## src/rtl/riscv_i32_dmem_access_if.sv

```systemverilog
// Bundle of the execute-side, data-memory and writeback signals of the
// data-memory access stage. The slave modport is the stage itself; the master
// modport is its environment (ALU stage, memory and register file together).
interface riscv_i32_dmem_access_if;
  // Instruction from the ALU stage
  logic        exec_valid;
  logic        exec_ready;
  logic        exec_is_load;
  logic        exec_is_store;
  logic [1:0]  exec_memory_width;
  logic        exec_memory_read_unsigned;
  logic [4:0]  exec_rd;
  logic        exec_rd_written;
  logic [31:0] exec_address;
  logic [31:0] exec_store_data;
  logic [31:0] exec_result;

  // Single-outstanding data-memory port
  logic        dmem_req;
  logic [31:0] dmem_address;
  logic        dmem_write_enable;
  logic [3:0]  dmem_byte_enable;
  logic [31:0] dmem_write_data;
  logic        dmem_ack;
  logic [31:0] dmem_read_data;

  // Writeback / trap report
  logic        wb_valid;
  logic [4:0]  wb_rd;
  logic [31:0] wb_data;
  logic        wb_misaligned;
  logic [31:0] wb_misaligned_address;

  modport slave (
    input  exec_valid, exec_is_load, exec_is_store, exec_memory_width,
           exec_memory_read_unsigned, exec_rd, exec_rd_written,
           exec_address, exec_store_data, exec_result,
           dmem_ack, dmem_read_data,
    output exec_ready,
           dmem_req, dmem_address, dmem_write_enable, dmem_byte_enable,
           dmem_write_data,
           wb_valid, wb_rd, wb_data, wb_misaligned, wb_misaligned_address
  );

  modport master (
    output exec_valid, exec_is_load, exec_is_store, exec_memory_width,
           exec_memory_read_unsigned, exec_rd, exec_rd_written,
           exec_address, exec_store_data, exec_result,
           dmem_ack, dmem_read_data,
    input  exec_ready,
           dmem_req, dmem_address, dmem_write_enable, dmem_byte_enable,
           dmem_write_data,
           wb_valid, wb_rd, wb_data, wb_misaligned, wb_misaligned_address
  );
endinterface

```

## src/rtl/riscv_i32_dmem_access.sv

```systemverilog
// Data-memory access stage behind the 32-bit integer ALU.
// Takes one executed instruction at a time, passes non-memory results straight
// to writeback, traps misaligned loads/stores without touching memory, and runs
// aligned accesses over a single-outstanding req/ack port. Load data is lane
// extracted and sign/zero extended before writeback.
module riscv_i32_dmem_access (
  input  logic                          clk,
  input  logic                          reset_n,
  riscv_i32_dmem_access_if.slave        bus
);

  typedef enum logic [0:0] {
    ST_IDLE   = 1'b0,
    ST_ACCESS = 1'b1
  } state_t;

  localparam logic [1:0] WIDTH_BYTE = 2'd0;
  localparam logic [1:0] WIDTH_HALF = 2'd1;

  // ---------------------------------------------------------------------------
  // Lane helpers
  // ---------------------------------------------------------------------------

  // Half accesses need an even address, word accesses a 4-byte aligned one.
  function automatic logic is_misaligned(input logic [1:0] width,
                                         input logic [1:0] a);
    logic mis;
    case (width)
      WIDTH_BYTE: mis = 1'b0;
      WIDTH_HALF: mis = a[0];
      default:    mis = (a != 2'b00);
    endcase
    return mis;
  endfunction

  // Byte lanes touched by a store of the given width at byte offset a.
  function automatic logic [3:0] store_byte_enable(input logic [1:0] width,
                                                   input logic [1:0] a);
    logic [3:0] be;
    case (width)
      WIDTH_BYTE: be = 4'b0001 << a;
      WIDTH_HALF: be = a[1] ? 4'b1100 : 4'b0011;
      default:    be = 4'b1111;
    endcase
    return be;
  endfunction

  // Store data replicated across every lane so the byte enables pick the slot.
  function automatic logic [31:0] store_lane_data(input logic [1:0]  width,
                                                  input logic [31:0] d);
    logic [31:0] wd;
    case (width)
      WIDTH_BYTE: wd = {4{d[7:0]}};
      WIDTH_HALF: wd = {2{d[15:0]}};
      default:    wd = d;
    endcase
    return wd;
  endfunction

  // Select the addressed byte/half of the read word and extend it to 32 bits.
  function automatic logic [31:0] load_extract(input logic [1:0]  width,
                                               input logic [1:0]  a,
                                               input logic        zero_ext,
                                               input logic [31:0] rdata);
    logic [7:0]  b;
    logic [15:0] h;
    logic [31:0] res;
    case (a)
      2'd0:    b = rdata[7:0];
      2'd1:    b = rdata[15:8];
      2'd2:    b = rdata[23:16];
      2'd3:    b = rdata[31:24];
      default: b = 8'h00;
    endcase
    h = a[1] ? rdata[31:16] : rdata[15:0];
    case (width)
      WIDTH_BYTE: res = zero_ext ? {24'h000000, b} : {{24{b[7]}}, b};
      WIDTH_HALF: res = zero_ext ? {16'h0000, h}   : {{16{h[15]}}, h};
      default:    res = rdata;
    endcase
    return res;
  endfunction

  // ---------------------------------------------------------------------------
  // State and registered outputs
  // ---------------------------------------------------------------------------
  state_t      state_r;
  logic [1:0]  addr_lo_r;
  logic [1:0]  width_r;
  logic        unsigned_r;
  logic [4:0]  rd_r;
  logic        rd_written_r;
  logic        is_load_r;

  logic        dmem_req_r;
  logic [31:0] dmem_address_r;
  logic        dmem_write_enable_r;
  logic [3:0]  dmem_byte_enable_r;
  logic [31:0] dmem_write_data_r;
  logic        wb_valid_r;
  logic [4:0]  wb_rd_r;
  logic [31:0] wb_data_r;
  logic        wb_misaligned_r;
  logic [31:0] wb_misaligned_address_r;

  logic        accept_s;
  logic        is_mem_s;
  logic        misaligned_s;
  logic        rd_gate_s;
  logic [31:0] load_value_s;

  // Ready only while no memory access is outstanding.
  assign bus.exec_ready = (state_r == ST_IDLE);

  // Classify the presented instruction and precompute the load result.
  always_comb begin
    accept_s     = 1'b0;
    is_mem_s     = 1'b0;
    misaligned_s = 1'b0;
    rd_gate_s    = 1'b0;
    load_value_s = load_extract(width_r, addr_lo_r, unsigned_r, bus.dmem_read_data);
    if (bus.exec_valid && (state_r == ST_IDLE)) begin
      accept_s = 1'b1;
    end else begin
      accept_s = 1'b0;
    end
    is_mem_s = bus.exec_is_load | bus.exec_is_store;
    if (is_mem_s) begin
      misaligned_s = is_misaligned(bus.exec_memory_width, bus.exec_address[1:0]);
    end else begin
      misaligned_s = 1'b0;
    end
    rd_gate_s = bus.exec_rd_written && (bus.exec_rd != 5'd0);
  end

  // Accept/access sequencer with all outputs registered; wb pulses last one cycle.
  always_ff @(posedge clk or negedge reset_n) begin
    if (!reset_n) begin
      state_r                 <= ST_IDLE;
      addr_lo_r               <= 2'b00;
      width_r                 <= 2'b00;
      unsigned_r              <= 1'b0;
      rd_r                    <= 5'd0;
      rd_written_r            <= 1'b0;
      is_load_r               <= 1'b0;
      dmem_req_r              <= 1'b0;
      dmem_address_r          <= 32'h0000_0000;
      dmem_write_enable_r     <= 1'b0;
      dmem_byte_enable_r      <= 4'h0;
      dmem_write_data_r       <= 32'h0000_0000;
      wb_valid_r              <= 1'b0;
      wb_rd_r                 <= 5'd0;
      wb_data_r               <= 32'h0000_0000;
      wb_misaligned_r         <= 1'b0;
      wb_misaligned_address_r <= 32'h0000_0000;
    end else begin
      wb_valid_r      <= 1'b0;
      wb_misaligned_r <= 1'b0;
      case (state_r)
        ST_IDLE: begin
          if (accept_s) begin
            if (!is_mem_s) begin
              wb_data_r  <= bus.exec_result;
              wb_rd_r    <= bus.exec_rd;
              wb_valid_r <= rd_gate_s;
            end else if (misaligned_s) begin
              wb_misaligned_r         <= 1'b1;
              wb_misaligned_address_r <= bus.exec_address;
            end else begin
              addr_lo_r           <= bus.exec_address[1:0];
              width_r             <= bus.exec_memory_width;
              unsigned_r          <= bus.exec_memory_read_unsigned;
              rd_r                <= bus.exec_rd;
              rd_written_r        <= bus.exec_rd_written;
              is_load_r           <= bus.exec_is_load;
              dmem_req_r          <= 1'b1;
              dmem_address_r      <= {bus.exec_address[31:2], 2'b00};
              dmem_write_enable_r <= bus.exec_is_store;
              if (bus.exec_is_store) begin
                dmem_byte_enable_r <= store_byte_enable(bus.exec_memory_width,
                                                        bus.exec_address[1:0]);
                dmem_write_data_r  <= store_lane_data(bus.exec_memory_width,
                                                      bus.exec_store_data);
              end else begin
                dmem_byte_enable_r <= 4'hf;
                dmem_write_data_r  <= 32'h0000_0000;
              end
              state_r <= ST_ACCESS;
            end
          end else begin
            state_r <= ST_IDLE;
          end
        end
        ST_ACCESS: begin
          if (bus.dmem_ack) begin
            dmem_req_r <= 1'b0;
            state_r    <= ST_IDLE;
            if (is_load_r) begin
              wb_data_r  <= load_value_s;
              wb_rd_r    <= rd_r;
              wb_valid_r <= rd_written_r && (rd_r != 5'd0);
            end else begin
              wb_valid_r <= 1'b0;
            end
          end else begin
            state_r <= ST_ACCESS;
          end
        end
        default: begin
          state_r    <= ST_IDLE;
          dmem_req_r <= 1'b0;
        end
      endcase
    end
  end

  assign bus.dmem_req              = dmem_req_r;
  assign bus.dmem_address          = dmem_address_r;
  assign bus.dmem_write_enable     = dmem_write_enable_r;
  assign bus.dmem_byte_enable      = dmem_byte_enable_r;
  assign bus.dmem_write_data       = dmem_write_data_r;
  assign bus.wb_valid              = wb_valid_r;
  assign bus.wb_rd                 = wb_rd_r;
  assign bus.wb_data               = wb_data_r;
  assign bus.wb_misaligned         = wb_misaligned_r;
  assign bus.wb_misaligned_address = wb_misaligned_address_r;

endmodule
```

## src/flat_wrapper.sv

```systemverilog
// flat-port wrapper written by rule: the top's interface ports become plain ports
module riscv_i32_dmem_access_flat 
  (clk, reset_n, bus_exec_valid, bus_exec_is_load, bus_exec_is_store, bus_exec_memory_width, bus_exec_memory_read_unsigned, bus_exec_rd, bus_exec_rd_written, bus_exec_address, bus_exec_store_data, bus_exec_result, bus_dmem_ack, bus_dmem_read_data, bus_exec_ready, bus_dmem_req, bus_dmem_address, bus_dmem_write_enable, bus_dmem_byte_enable, bus_dmem_write_data, bus_wb_valid, bus_wb_rd, bus_wb_data, bus_wb_misaligned, bus_wb_misaligned_address);
  riscv_i32_dmem_access_if bus_i ();
  input  logic clk;
  input  logic reset_n;
  input wire logic [$bits(bus_i.exec_valid)-1:0] bus_exec_valid;
  input wire logic [$bits(bus_i.exec_is_load)-1:0] bus_exec_is_load;
  input wire logic [$bits(bus_i.exec_is_store)-1:0] bus_exec_is_store;
  input wire logic [$bits(bus_i.exec_memory_width)-1:0] bus_exec_memory_width;
  input wire logic [$bits(bus_i.exec_memory_read_unsigned)-1:0] bus_exec_memory_read_unsigned;
  input wire logic [$bits(bus_i.exec_rd)-1:0] bus_exec_rd;
  input wire logic [$bits(bus_i.exec_rd_written)-1:0] bus_exec_rd_written;
  input wire logic [$bits(bus_i.exec_address)-1:0] bus_exec_address;
  input wire logic [$bits(bus_i.exec_store_data)-1:0] bus_exec_store_data;
  input wire logic [$bits(bus_i.exec_result)-1:0] bus_exec_result;
  input wire logic [$bits(bus_i.dmem_ack)-1:0] bus_dmem_ack;
  input wire logic [$bits(bus_i.dmem_read_data)-1:0] bus_dmem_read_data;
  output wire logic [$bits(bus_i.exec_ready)-1:0] bus_exec_ready;
  output wire logic [$bits(bus_i.dmem_req)-1:0] bus_dmem_req;
  output wire logic [$bits(bus_i.dmem_address)-1:0] bus_dmem_address;
  output wire logic [$bits(bus_i.dmem_write_enable)-1:0] bus_dmem_write_enable;
  output wire logic [$bits(bus_i.dmem_byte_enable)-1:0] bus_dmem_byte_enable;
  output wire logic [$bits(bus_i.dmem_write_data)-1:0] bus_dmem_write_data;
  output wire logic [$bits(bus_i.wb_valid)-1:0] bus_wb_valid;
  output wire logic [$bits(bus_i.wb_rd)-1:0] bus_wb_rd;
  output wire logic [$bits(bus_i.wb_data)-1:0] bus_wb_data;
  output wire logic [$bits(bus_i.wb_misaligned)-1:0] bus_wb_misaligned;
  output wire logic [$bits(bus_i.wb_misaligned_address)-1:0] bus_wb_misaligned_address;
  assign bus_i.exec_valid = bus_exec_valid;
  assign bus_i.exec_is_load = bus_exec_is_load;
  assign bus_i.exec_is_store = bus_exec_is_store;
  assign bus_i.exec_memory_width = bus_exec_memory_width;
  assign bus_i.exec_memory_read_unsigned = bus_exec_memory_read_unsigned;
  assign bus_i.exec_rd = bus_exec_rd;
  assign bus_i.exec_rd_written = bus_exec_rd_written;
  assign bus_i.exec_address = bus_exec_address;
  assign bus_i.exec_store_data = bus_exec_store_data;
  assign bus_i.exec_result = bus_exec_result;
  assign bus_i.dmem_ack = bus_dmem_ack;
  assign bus_i.dmem_read_data = bus_dmem_read_data;
  assign bus_exec_ready = bus_i.exec_ready;
  assign bus_dmem_req = bus_i.dmem_req;
  assign bus_dmem_address = bus_i.dmem_address;
  assign bus_dmem_write_enable = bus_i.dmem_write_enable;
  assign bus_dmem_byte_enable = bus_i.dmem_byte_enable;
  assign bus_dmem_write_data = bus_i.dmem_write_data;
  assign bus_wb_valid = bus_i.wb_valid;
  assign bus_wb_rd = bus_i.wb_rd;
  assign bus_wb_data = bus_i.wb_data;
  assign bus_wb_misaligned = bus_i.wb_misaligned;
  assign bus_wb_misaligned_address = bus_i.wb_misaligned_address;
  riscv_i32_dmem_access u_core (.clk(clk), .reset_n(reset_n), .bus(bus_i));
endmodule
```

## config.mk

```make
export PLATFORM = sky130hd
export DESIGN_NAME = riscv_i32_dmem_access_flat
export DESIGN_NICKNAME = d
export VERILOG_FILES = /design/src/rtl/riscv_i32_dmem_access_if.sv /design/src/rtl/riscv_i32_dmem_access.sv /design/src/flat_wrapper.sv
export SDC_FILE = /design/constraint.sdc
export NUM_CORES = 1
export LEC_CHECK = 0
export CAP_MARGIN = 25
export CORE_ASPECT_RATIO = 0.9
export CORE_MARGIN = 5
export CORE_UTILIZATION = 39
export DETAILED_ROUTE_END_ITERATION = 10
export GPL_TIMING_DRIVEN = 0
export PLACE_DENSITY = 0.77
export SLEW_MARGIN = 30
export SYNTH_ARGS = -nofsm -noshare
export SYNTH_HDL_FRONTEND = slang
export SYNTH_SLANG_ARGS = --single-unit
```

## constraint.sdc

```tcl
create_clock -name clk -period 1.48 [get_ports clk]
set_input_delay 0.222 -clock clk [delete_from_list [all_inputs] [get_ports clk]]
set_output_delay 0.222 -clock clk [all_outputs]
set_load 0.01 [all_outputs]
```

==> results of run 1 <==
## flip-flops by register name, indices dropped and copies added, names as in the netlist, 2 cells and up
name and cells:
u_core.bus.dmem_write_data 32, u_core.bus.wb_data 32, u_core.bus.wb_misaligned_address 32, u_core.bus.dmem_address 30
u_core.bus.wb_rd 5, u_core.rd_r 5, u_core.bus.dmem_byte_enable 4, u_core.addr_lo_r 2
u_core.width_r 2
## path summary, 6_finish.rpt
check | from | endpoint | slack (ns) | cells past startpoint
max | u_core.addr_lo_r[1]$_DFFE_PN0P_ | u_core.bus.wb_data[22]$_DFFE_PN0P_ | -0.16 | 6
max in group asynchronous | reset_n | u_core.bus.dmem_write_data[4]$_DFFE_PN0P_ | 0.27 | 4
min in group asynchronous | reset_n | u_core.bus.wb_data[25]$_DFFE_PN0P_ | 0.25 | 2
max reg2reg | u_core.addr_lo_r[1]$_DFFE_PN0P_ | u_core.bus.wb_data[22]$_DFFE_PN0P_ | -0.16 | 6
min reg2reg | u_core.bus.wb_rd[1]$_DFFE_PN0P_ | u_core.bus.wb_rd[1]$_DFFE_PN0P_ | 0.47 | 2
min | bus_exec_is_store | u_core.bus.dmem_write_data[6]$_DFFE_PN0P_ | 0.18 | 3
## per-layer routing
metal,up-vias,track usage,routed length (um)
met5,-,0,0
met1,3187,0.297,10300
met3,77,0.0874,2560
met2,354,0.399,12600
met4,0,0.0891,881
li1,2919,-,-
## cells by family after synthesis
family | Yosys count | share of synthesized area
buf+inv | 53 | 0.0438
simple gates | 180 | 0.115
flops | 152 | 0.543
other cells | 1 | 0.000535
mux | 112 | 0.173
compound gates | 125 | 0.125
## repair_timing
action	in CTS	in global routing
gates cloned	5	6
endpoints found under the hold margin	52	0
endpoints found under the setup margin	290	151
hold buffers	1	0
pin swaps	25	32
setup buffers	21	5
resized for setup	243	99
## power groups by stage
stage	Sequential [W]	Combinational (W)	Clock (W)
floorplan	0.00663	0.00202	0
global placement	0.00613	0.00600	0
detailed placement	0.00618	0.00610	0
CTS	0.00607	0.00590	0.00441
global route	0.00626	0.00668	0.00463
finish	0.00611	0.00625	0.00435
## worst max-delay path, delay by kind of cell, from the launching register on
family | cells | cell delay, ns
muxes | 1 | 0.30
buffers and inverters | 2 | 0.31
AOI/OAI and AO/OA | 2 | 0.31
and+or+nand+nor | 1 | 0.16
DFF | 1 | 0.44
## cell type report
type / count / area, sq um / area share
timing repair buffer: 320 / 3180 / 0.270
tap: 240 / 300 / 0.0255
sequential: 152 / 3810 / 0.323
buffer: 46 / 473 / 0.0402
clock buffer: 17 / 425 / 0.0362
inverter: 5 / 23.8 / 0.00202
multi-input combinational: 419 / 3380 / 0.288
antenna: 1 / 2.50 / 0.000213
clock inverter: 15 / 173 / 0.0147
## layout by cell type (no fill, tap or decap), types with 21 or more instances in the layout
cell / n
sky130_fd_sc_hd__dfrtp_1: 150
sky130_fd_sc_hd__dlygate4sd2_1: 139
sky130_fd_sc_hd__clkdlybuf4s50_1: 138
sky130_fd_sc_hd__mux2_2: 72
sky130_fd_sc_hd__nand2_1: 70
sky130_fd_sc_hd__mux2i_1: 35
sky130_fd_sc_hd__nor2_1: 34
sky130_fd_sc_hd__o21ai_0: 27
sky130_fd_sc_hd__buf_4: 22
sky130_fd_sc_hd__clkbuf_16: 21
## stage by stage
stage | total power (W) | std cells
after floorplan | 0.00865 | 624
after global placement | 0.0121 | 1144
after detailed placement | 0.0123 | 1146
after CTS | 0.0164 | 1204
after global routing | 0.0176 | 1214
final | 0.0167 | 1215
==> out/summary.md, run 1 <==
* top-level I/O count: 285
* final wirelength: 26300 um
* starting utilization of the core area: 0.398
* post-placement cell area: 0.0102 sq mm
* Clock Sinks: 152
* minimum hold slack: 0.180 ns
* leading cell types by count after synthesis: sky130_fd_sc_hd__dfrtp_1 (152), sky130_fd_sc_hd__nand2_1 (88), sky130_fd_sc_hd__mux2_2 (75)
* total number of nets in the final design: 1104
* internal power: 0.0109 W
* actual slew at the worst max-slew pin: 0.565 ns
* maximum level of the CTS H-tree: 4
* violation count after the first detailed-route iteration: 315
* Detailed Routing Iterations Pass 1: 5
* highest-delay cell along the critical path: sky130_fd_sc_hd__dfrtp_2
* number of unique standard cell types used by synthesis: 45
* area of the placeable core: 0.0176 sq mm
* Remaining Overflow, GRT: 0
* peak supply drop: 789 uV
* number of register bits inferred by synthesis: 152
* latest clock arrival within the worst-skew pair: 0.43 ns
* area fraction of the dominant cell type after synthesis: 0.543
* share of cells above drive strength 1: 0.296
* number of endpoints with negative hold slack in the final report: 0
* primary flip-flop cell chosen by synthesis mapping: sky130_fd_sc_hd__dfrtp_1
* Slew Limit Headroom: 0.623
* Std-Cell Rows: 46
* global-route usage over all layers: 0.244
* # fillers: 1396
* class of the most critical setup path: register to register
* clock tree from TritonCTS: yes
* post-route clock skew: 0.0155 ns
* vias in the first global route: 6784
* power share of the clock group: 0.260
* final worst-path cycle share: 1.11
* final setup margin: -0.163 ns
* average via count per standard cell: 5.38
* most repeated cell in the gate-level netlist after synthesis: sky130_fd_sc_hd__dfrtp_1
* largest net degree at the start of global routing: 66
* final total negative setup slack: -12.42 ns
* cells after synthesis: 623
* # port buffers: 280
* Hold/Removal Path Class: input port to register
* clock buffer count from CTS: 17
* Data arrival, critical path: 1.94 ns
* wire length of the first global-routing pass: 38700 um
* DIE HEIGHT: 137 um
* clock transition at the registers of the reported paths: 0.07 ns
* final design area excluding fillers: 0.0118 sq mm
* switching part of the total power: 0.348
* violated checks: negative setup slack
* WL/cell: 21.7 um
* setup repair after global routing missed its margin: true
* Post-Syn Area: 0.00700 sq mm
* biggest area consumer among synthesized cells: sky130_fd_sc_hd__dfrtp_1
* switching power summed over all nets: 0.00581 W
* LEAKAGE: 5.24 nW
* Critical Path Max Stage Delay: 0.44 ns
* combinational share of power: 0.374
* top cells by area, synth: sky130_fd_sc_hd__dfrtp_1 (54%), sky130_fd_sc_hd__mux2_2 (12%), sky130_fd_sc_hd__mux2i_1 (5.3%)
* cell chain of the critical path: mux2_4 > and3_4 > a211oi_4 > buf_6 > buf_8 > a211oi_2
* average size of a mapped cell: 11.2 sq um
* pre-CTS setup slack: -0.724 ns
* number of max-cap violations: 0
* maximum buffer depth of the clock tree: 2
* synth-to-layout area growth: 68.0%
* post-route antenna net violation count: 0
* outcome: complete, but fails checks
* Power per Cell Area: 1420 mW/mm^2
* Period minus WS final: 1.64 ns
* number of antenna violations at the first check in global routing: 0
* portion of total power attributed to sequential cells: 0.366
* half-perimeter wire length after placement: 18500 um
* critical-path maximum fanout: 5
* die area: 0.0207 sq mm
* drc violations: 0
* Setup Viol. Count Final: 130
* category of the worst setup path capture point: register
* data required time at the worst endpoint: 1.77 ns
* weighted congestion reported at the end of routability-driven placement: 0.905
* portion of the post-synthesis area used by sequential elements: 0.543
* type of element launching the critical path: register
* Max Fclk: 608 MHz
* cell at the root of the clock tree: sky130_fd_sc_hd__clkbuf_16
* fin. max-slew vios: 0
* via count: 6537
* Yosys warning count: 0
* fraction of synthesis flops using an asynchronous set or reset pin: 1.00
* final standard cell utilization of the core: 0.668
* width of the die: 151 um
* count of flip-flops with a built-in enable after synthesis: 0
(Power assumes the default switching activity.)
==> run 2: changes to the inputs <==
--- a/config.mk
+++ b/config.mk
@@ -5,8 +5,7 @@
 export SDC_FILE = /design/constraint.sdc
 export NUM_CORES = 1
 export LEC_CHECK = 0
-export CAP_MARGIN = 25
-export CORE_ASPECT_RATIO = 0.9
+export CORE_ASPECT_RATIO = 0.75
 export CORE_MARGIN = 5
 export CORE_UTILIZATION = 39
 export DETAILED_ROUTE_END_ITERATION = 10
==> run 2 against run 1 <==
The flow still finishes with violations (negative setup slack). Highest routed layer unchanged. Critical path depth is the same. Critical path type unchanged. Register-to-register slack improved by 0.04 ns. Non-clock buffer count up 9. Clock skew rose by 0.00055 ns. Clock power barely moved. Fmax up 2.2%. Flip-flop and latch count did not move. Global-route usage rose by 0.83 points. Core utilization grew 2.9 points. Critical endpoint unchanged. Via count grew 1.2%. Die area increased by 0.12%. Cell count grew 0.91%.
==> out/summary.md, run 2 (same netlist as run 1, synthesis figures left out) <==
* outcome: complete, but fails checks
* violated checks: negative setup slack
* Data arrival, critical path: 1.93 ns, about the same
* post-route clock skew: 0.0161 ns, +0.000550 ns
* synth-to-layout area growth: 75.7%
* met2 layer usage reported by global route: 0.409, +0.0101
* area of the placeable core: 0.0177 sq mm, +0.26%
* average via count per standard cell: 5.39, +0.25%
* Hold/Removal Path Class: input port to register
* class of the most critical setup path: register to register
* clock transition at the registers of the reported paths: 0.07 ns, about the same
* clock buffer count from CTS: 17, unchanged
* Slew Limit Headroom: 0.372, -0.251
* data required time at the worst endpoint: 1.80 ns, +0.03 ns
* latest clock arrival within the worst-skew pair: 0.44 ns, about the same
* number of endpoints with negative hold slack in the final report: 0, unchanged
* largest net degree at the start of global routing: 55, -17%
* WL/cell: 22.2 um, +2.3%
* GR Util met1: 0.315, +0.0182
* critical-path maximum fanout: 5, unchanged
* Detailed Routing Iterations Pass 1: 7, +2
* starting utilization of the core area: 0.397, -0.00101
* Power per Cell Area: 1400 mW/mm^2, -1.1%
* peak supply drop: 805 uV, +2.0%
* most frequent standard cell in the layout excluding fill and tap cells: sky130_fd_sc_hd__dfrtp_1
* layer with the highest usage after global routing: met2
* Remaining Overflow, GRT: 0, unchanged
* Period minus WS final: 1.61 ns, -0.0358 ns
* # fillers: 1311, -6.1%
* fin. max-slew vios: 0, unchanged
* DIE HEIGHT: 126 um, -8.1%
* LEAKAGE: 5.52 nW, +5.5%
* final wirelength: 27200 um, +3.3%
* die area: 0.0208 sq mm, +0.12%
* Setup Viol. Count Final: 124, -4.6%
* post-route antenna net violation count: 0, unchanged
* Max Fclk: 622 MHz, +2.2%
* maximum level of the CTS H-tree: 4, unchanged
* global-route usage over all layers: 0.252, +0.00832
* vias in the first global route: 6946, +2.4%
* final setup margin: -0.128 ns, +0.0358 ns
* number of max-cap violations: 0, unchanged
* setup repair after global routing missed its margin: true
* type of element launching the critical path: register
* cell at the root of the clock tree: sky130_fd_sc_hd__clkbuf_16
* # port buffers: 280, unchanged
* drc violations: 0, unchanged
* clock tree from TritonCTS: yes
* top-level I/O count: 285, unchanged
* category of the worst setup path capture point: register
* top library cells by usage in the layout, fill and taps aside: sky130_fd_sc_hd__dfrtp_1 (150), sky130_fd_sc_hd__dlygate4sd2_1 (140), sky130_fd_sc_hd__clkdlybuf4s50_1 (137), sky130_fd_sc_hd__nand2_1 (71), sky130_fd_sc_hd__mux2_2 (43)
* total number of nets in the final design: 1113, +0.82%
* final total negative setup slack: -8.11 ns, +4.31 ns
* actual slew at the worst max-slew pin: 0.942 ns, +0.377 ns
* Global Route met3 Usage: 0.0905, +0.00305
* total power draw: 0.0173 W, +3.4%
* Clock Sinks: 152, unchanged
* share of cells above drive strength 1: 0.332, +0.0359
* violation count after the first detailed-route iteration: 445, +41%
* final standard cell utilization of the core: 0.697, +0.0286
* final worst-path cycle share: 1.09, -0.0242
* width of the die: 165 um, +8.9%
* wire length of the first global-routing pass: 40300 um, +4.0%
* maximum buffer depth of the clock tree: 2, unchanged
* Std-Cell Rows: 42, -8.7%
* weighted congestion reported at the end of routability-driven placement: 0.918, +1.4%
* via count: 6613, +1.2%
* half-perimeter wire length after placement: 18500 um, +0.16%
* number of antenna violations at the first check in global routing: 0, unchanged
==> run 2: cell count changes in the layout (fill, tap and decap cells not counted), moves of 8 or more <==
cell / before / now
sky130_fd_sc_hd__mux2_2: 72 / 43
sky130_fd_sc_hd__mux2_4: 3 / 32
sky130_fd_sc_hd__o31ai_1: 9 / 0
sky130_fd_sc_hd__nand2_2: 10 / 2
==> run 2: repair_timing <==
action / CTS / global route
hold endpoints to repair: 45 / 0
setup endpoints to repair: 291 / 150
gates resized for setup: 332 / 97
pin swaps: 36 / 30
setup buffers: 29 / 9
hold buffers: 1 / 0
gates cloned: 10 / 4
==> run 2: metal layers <==
layer  up-vias  share of wire
met5         -              0
met4         0          0.021
met3        47           0.10
met2       332           0.48
met1      3297           0.40
li1       2937              -
==> run 2: worst paths after layout <==
path / depth (start not counted) / from / to / slack (ns)
max in group asynchronous: 3 / reset_n / u_core.bus.dmem_address[16]$_DFFE_PN0P_ / 0.58
min in group asynchronous: 2 / reset_n / u_core.bus.wb_data[5]$_DFFE_PN0P_ / 0.28
worst min register to register: 2 / u_core.bus.wb_rd[4]$_DFFE_PN0P_ / u_core.bus.wb_rd[4]$_DFFE_PN0P_ / 0.48
worst min-delay path: 3 / bus_exec_is_store / u_core.bus.dmem_write_data[1]$_DFFE_PN0P_ / 0.17
worst max-delay path: 6 / u_core.addr_lo_r[1]$_DFFE_PN0P_ / u_core.bus.wb_data[22]$_DFFE_PN0P_ / -0.13
worst max register to register: 6 / u_core.addr_lo_r[1]$_DFFE_PN0P_ / u_core.bus.wb_data[22]$_DFFE_PN0P_ / -0.13
==> run 2: area by class of cell <==
cell class / instances / area (sq um) / share of cell area
buffer: 45 / 502 / 0.0408
antenna: 1 / 2.50 / 0.000203
sequential: 152 / 3810 / 0.309
multi-input combinational: 419 / 3690 / 0.300
tap: 242 / 303 / 0.0246
inverter: 5 / 23.8 / 0.00193
timing repair buffer: 330 / 3370 / 0.274
clock inverter: 15 / 180 / 0.0146
clock buffer: 17 / 425 / 0.0346
==> run 2: through the flow <==
step                      setup WS (ns)  area, sq um  hold WS (ns)  instances
after detailed placement         -0.852        10200         0.150       1148
final                            -0.128        12300         0.168       1226
after global routing             -0.163        12300         0.176       1225
after CTS                        -0.139        11800         0.151       1218
after global placement            -6.79        10100         0.460       1146
after floorplan                 -0.0897         7040       -0.0736        624
==> run 2: report_power, final <==
group	switching, W	internal (W)
sequential	0.000769	0.00539
clock	0.00211	0.00228
combinational	0.00316	0.00356
total	0.00603	0.0112
==> run 2: worst max-delay path: stages, from the launching register on <==
cell,delay (ns)
sky130_fd_sc_hd__dfrtp_2,0.44
sky130_fd_sc_hd__mux2_4,0.30
sky130_fd_sc_hd__and3_4,0.15
sky130_fd_sc_hd__a211oi_4,0.23
sky130_fd_sc_hd__buf_6,0.16
sky130_fd_sc_hd__buf_8,0.13
sky130_fd_sc_hd__a211oi_2,0.06
==> run 3: changes to the inputs <==
--- a/config.mk
+++ b/config.mk
@@ -10,6 +10,7 @@
 export CORE_UTILIZATION = 39
 export DETAILED_ROUTE_END_ITERATION = 10
 export GPL_TIMING_DRIVEN = 0
+export HOLD_SLACK_MARGIN = 0.03
 export PLACE_DENSITY = 0.77
 export SLEW_MARGIN = 30
 export SYNTH_ARGS = -nofsm -noshare
==> results of run 3 <==
No change in the layout: final DEF, timing and power equal those of run 2.
